--- src/rtl/enable_checker_onehot_encoder.sv ---
// onehot_encoder: vector to (lowest set bit + 1) index, plus a flag for more than one bit set
module onehot_encoder #(
   parameter int N = 15,
   parameter int W = 4
) (
   input  logic [N-1:0] vec,
   output logic [W-1:0] index,
   output logic         multi_hot
);
   // scan downwards so the lowest set bit is the last one written
   always_comb begin
      index = '0;
      for (int i = N - 1; i >= 0; i--) if (vec[i]) index = W'(i + 1);
   end
   assign multi_hot = |(vec & (vec - N'(1)));
endmodule

--- config.mk ---
export PLATFORM = sky130hd
export DESIGN_NAME = onehot_encoder
export DESIGN_NICKNAME = d
export VERILOG_FILES = /design/src/rtl/enable_checker_onehot_encoder.sv
export SDC_FILE = /design/constraint.sdc
export NUM_CORES = 1
export LEC_CHECK = 0
export ABC_CLOCK_PERIOD_IN_PS = 1800
export CAP_MARGIN = 20
export CORE_AREA = 2 2 39 41
export DETAILED_ROUTE_END_ITERATION = 7
export DIE_AREA = 0 0 41 43
export GPL_TIMING_DRIVEN = 1
export PLACE_DENSITY = 0.55
export SLEW_MARGIN = 20
export SYNTH_ARGS = -nofsm -noshare
export SYNTH_HDL_FRONTEND = slang
export SYNTH_SLANG_ARGS = --single-unit
--- constraint.sdc ---
create_clock -name vclk -period 1.8
set_input_delay 0.54 -clock vclk [all_inputs]
set_output_delay 0.54 -clock vclk [all_outputs]
set_load 0.01 [all_outputs]
# Yosys cells after proc, flatten, opt, wreduce, memory -nomap -nowiden
# Cells that the tools add are included.
# totals
reg_bits,0
elab_cells,18
rom_bits,0
input_bits,15
ramBits,0
out_inout_bits,5
n_memories,0
latchBits,0
# op_classes
eq_ne,0
n_mul,0
n_shift,0
add_sub_neg,1
n_reduce_logical,1
muxes,15
bitwise,1
div_mod_pow,0
magnitude_cmp,0
# ops
operator,count
$mux 4,15
$and 15x15->15,1
$reduce_or 15->1,1
$sub 15x1->15 const B,1

# Logic depth before layout (Yosys ltp)
# Gate-level depths: netlist of the first run.
# depth
word_depth,15
ltp_mapped,5
depth_no_buf,5

# Worst setup path after synthesis of the first run
# Ideal clock, no wire load.
# synth_timing
kind,input -> output
startpoint,input vec[6]
endpoint,output multi_hot
n_path_buf,0
required_ns,1.260
slack_ns,-0.162
path_stages,5
arrival_ns,1.422
cell_sequence,nor4_4 > nand2_2 > nor4_2 > o211a_1 > o311ai_1
# synth_between
elab_chain_cells,3
# synth_rtl
element,line,source
"start, declared",6,"input logic [N-1:0] vec,"
$sub 15x1->15,15,assign multi_hot = |(vec & (vec - N'(1)));
$and 15x15->15 *,15,
$reduce_or 15->1 *,15,
"end, declared",8,output logic multi_hot
# Mark *: on every way between the ends. The rest lies on a longest branch, timed or not.

# Worst setup path in the final report of the first run
# layout_timing
startpoint,input vec[1]
endpoint,output multi_hot
# Same word-level chain as after synthesis.

==> results_dict.tcl, run 1 <==
set metrics [dict create \
    avgSynthCellArea_um2 6.50 \
    max_cap_violations 0 \
    fmaxAchievable_ghz 0.438 \
    setup_violations 5 \
    ir_drop_mv 0.104 \
    die_x_um 41 \
    finalHoldViolations 0 \
    critPathMaxFanout 4 \
    via_per_inst 5.35 \
    path_delay_family "buffers and inverters" \
    place_area_um2 669 \
    postLayoutSetupSlackWorst_ns -0.483 \
    power.density_nw_per_um2 202 \
    grt_use_total_pct 19.4 \
    firstDrtPassIters 4 \
    synthTopCellsByArea "a21oi_1 10%, nor2_1 8.8%, nor4_4 7.1%" \
    drc 0 \
    cp.buffers_inverters 3 \
    yosys_warnings 0 \
    ant_nets 0 \
    slew_violations 0 \
    power_uw 174 \
    die_y_um 43 \
    rows 14 \
    grt_first_pass_wirelength_um 2490 \
    cp-end-kind "output pin" \
    path_class "in2out" \
    grt_overflow 0 \
    cp-startpoint "vec[1]" \
    seq_cell_count 0 \
    coreArea_um2 1380 \
    num-clock-buffers 0 \
    io_pins 20 \
    dp_hpwl_um 997 \
    start_kind "primary input" \
    violations "negative setup slack" \
    crit_slowest_cell "clkdlybuf4s15_1" \
    cp.arrival_ns 1.74 \
    fin_util_pct 62.2 \
    max-slew-margin-rel_pct 81.0 \
    synth_nets 61 \
    instances_no_fill 112 \
    wl_um 1710 \
    route.vias.total 599 \
    grt_pass1_vias 588 \
    syn2layout_area_growth_pct 188 \
    initial_core_util_pct 21.6 \
    synth_top_area_share_pct 10.0 \
    drt_iter0_drc 20 \
    final_area_um2 861 \
    holdCritPathClass "in2out" \
    regArea_um2 0 \
    drive_gt1_share_pct 75.0 \
    rsz0062_at_grt "yes" \
    hp-start "vec[3]" \
    synth_area_um2 299 \
    period_minus_slack_ns 2.28 \
    synthCells 46 \
    postCtsHoldBufs 0 \
    die_area_um2 1760 \
    synth.distinct_cells 25 \
    cp_slowest_stage_delay_ns 0.24 \
    nets 113 \
    place.gp.congestion 0.803 \
    synth_top_area_cell "a21oi_1" \
    place_inst 100 \
    wl_per_cell_um 15.3 \
    cp_common_cell "o311ai_2" \
    yosysSeqAreaShare_pct 0 \
    crit_chain "clkdlybuf4s15_1 -> nor3_4 -> nand2_2 -> buf_4 -> o311ai_2 -> o211a_1 -> o311ai_2 -> buf_2" \
    io_buffers 20 \
    status "complete, but fails checks" \
    grt_antenna_before_repair 0 \
    fin_crit_sh_pct 127 \
    grt_max_degree 8 \
    n_antenna_cell 0 \
    worst_pin_slew_ns 0.282 \
    p_leak_uw 0.000371 \
    cp.required_ns 1.26 \
]
==> metal layers <==
metal  track usage, %  part of all wire, %  up-vias
met5                0                    0        -
met4                0                 0.53        0
met3                0                  4.6        2
met2             36.6                   54       21
met1             24.4                   40      283
li1                 -                    -      293
==> timing repair <==
action | CTS | global route
resized for setup | 100 | 26
pin swaps | 19 | 16
buffers inserted | 9 | 4
endpoints found under the setup margin | 5 | 5
==> cell usage in the layout, fill, tap and decap left out, drive strengths merged, types with 2 or more instances in the layout <==
cell and n:
inv 4, nor2 7, o41ai 2, a21oi 6, nor4 5, nand2 4, buf 47, o311ai 2
o21ai 2, clkdlybuf4s15 2, nor3 3
==> area by class of cell <==
type | count | area (um^2)
Fill cell | 126 | 523
Inverter | 4 | 17.5
Multi-Input combinational cell | 42 | 410
Tap cell | 16 | 20.0
Timing Repair Buffer | 50 | 413
==> power breakdown <==
group          leakage, uW  switching, uW  internal [uW]
combinational     0.000371           81.6           92.1
clock                    0              0              0
sequential               0              0              0
total             0.000371           81.6           92.1
==> path summary, 6_finish.rpt <==
path   endpoint  slack [ns]  cells past startpoint
min    index[0]        1.47                      4
max   multi_hot       -0.48                      8
==> cell families (layout without fill, tap and decap cells) <==
family          after synthesis  after routing  synth area share (%)
simple gates                 20             20                  43.5
buf+inv                       4             54                  5.02
compound gates               22             22                  51.5
==> tightest hold or removal path, delay by kind of cell <==
family	cells	cell delay, ns
buf+inv	3	0.33
compound gates	1	0.07
==> cells in the mapped netlist (all sizes together) (2+ instances only) <==
cell	count
nor2	7
nand2	4
o41ai	2
a21oi	6
inv	4
o311ai	2
nor3	3
o21ai	2
nor4	5
==> through the flow <==
step | setup TNS [ns] | hold slack (ns) | worst slack, ns
after floorplan | -0.273 | 1.12 | -0.160
after global placement | -5.46 | 2.24 | -1.15
after detailed placement | -5.48 | 2.25 | -1.20
after CTS | -1.81 | 1.47 | -0.555
after global routing | -1.81 | 1.50 | -0.543
final | -1.44 | 1.47 | -0.483
Note: power is estimated with default switching activity, not from simulation.
==> inputs of run 2 (changes only) <==
--- a/config.mk
+++ b/config.mk
@@ -12,6 +12,7 @@
 export DIE_AREA = 0 0 41 43
 export GPL_TIMING_DRIVEN = 1
 export PLACE_DENSITY = 0.55
+export RECOVER_POWER = 50
 export SLEW_MARGIN = 20
 export SYNTH_ARGS = -nofsm -noshare
 export SYNTH_HDL_FRONTEND = slang
==> results of run 2 <==
Final layout, timing and power as in run 1 (identical DEF).
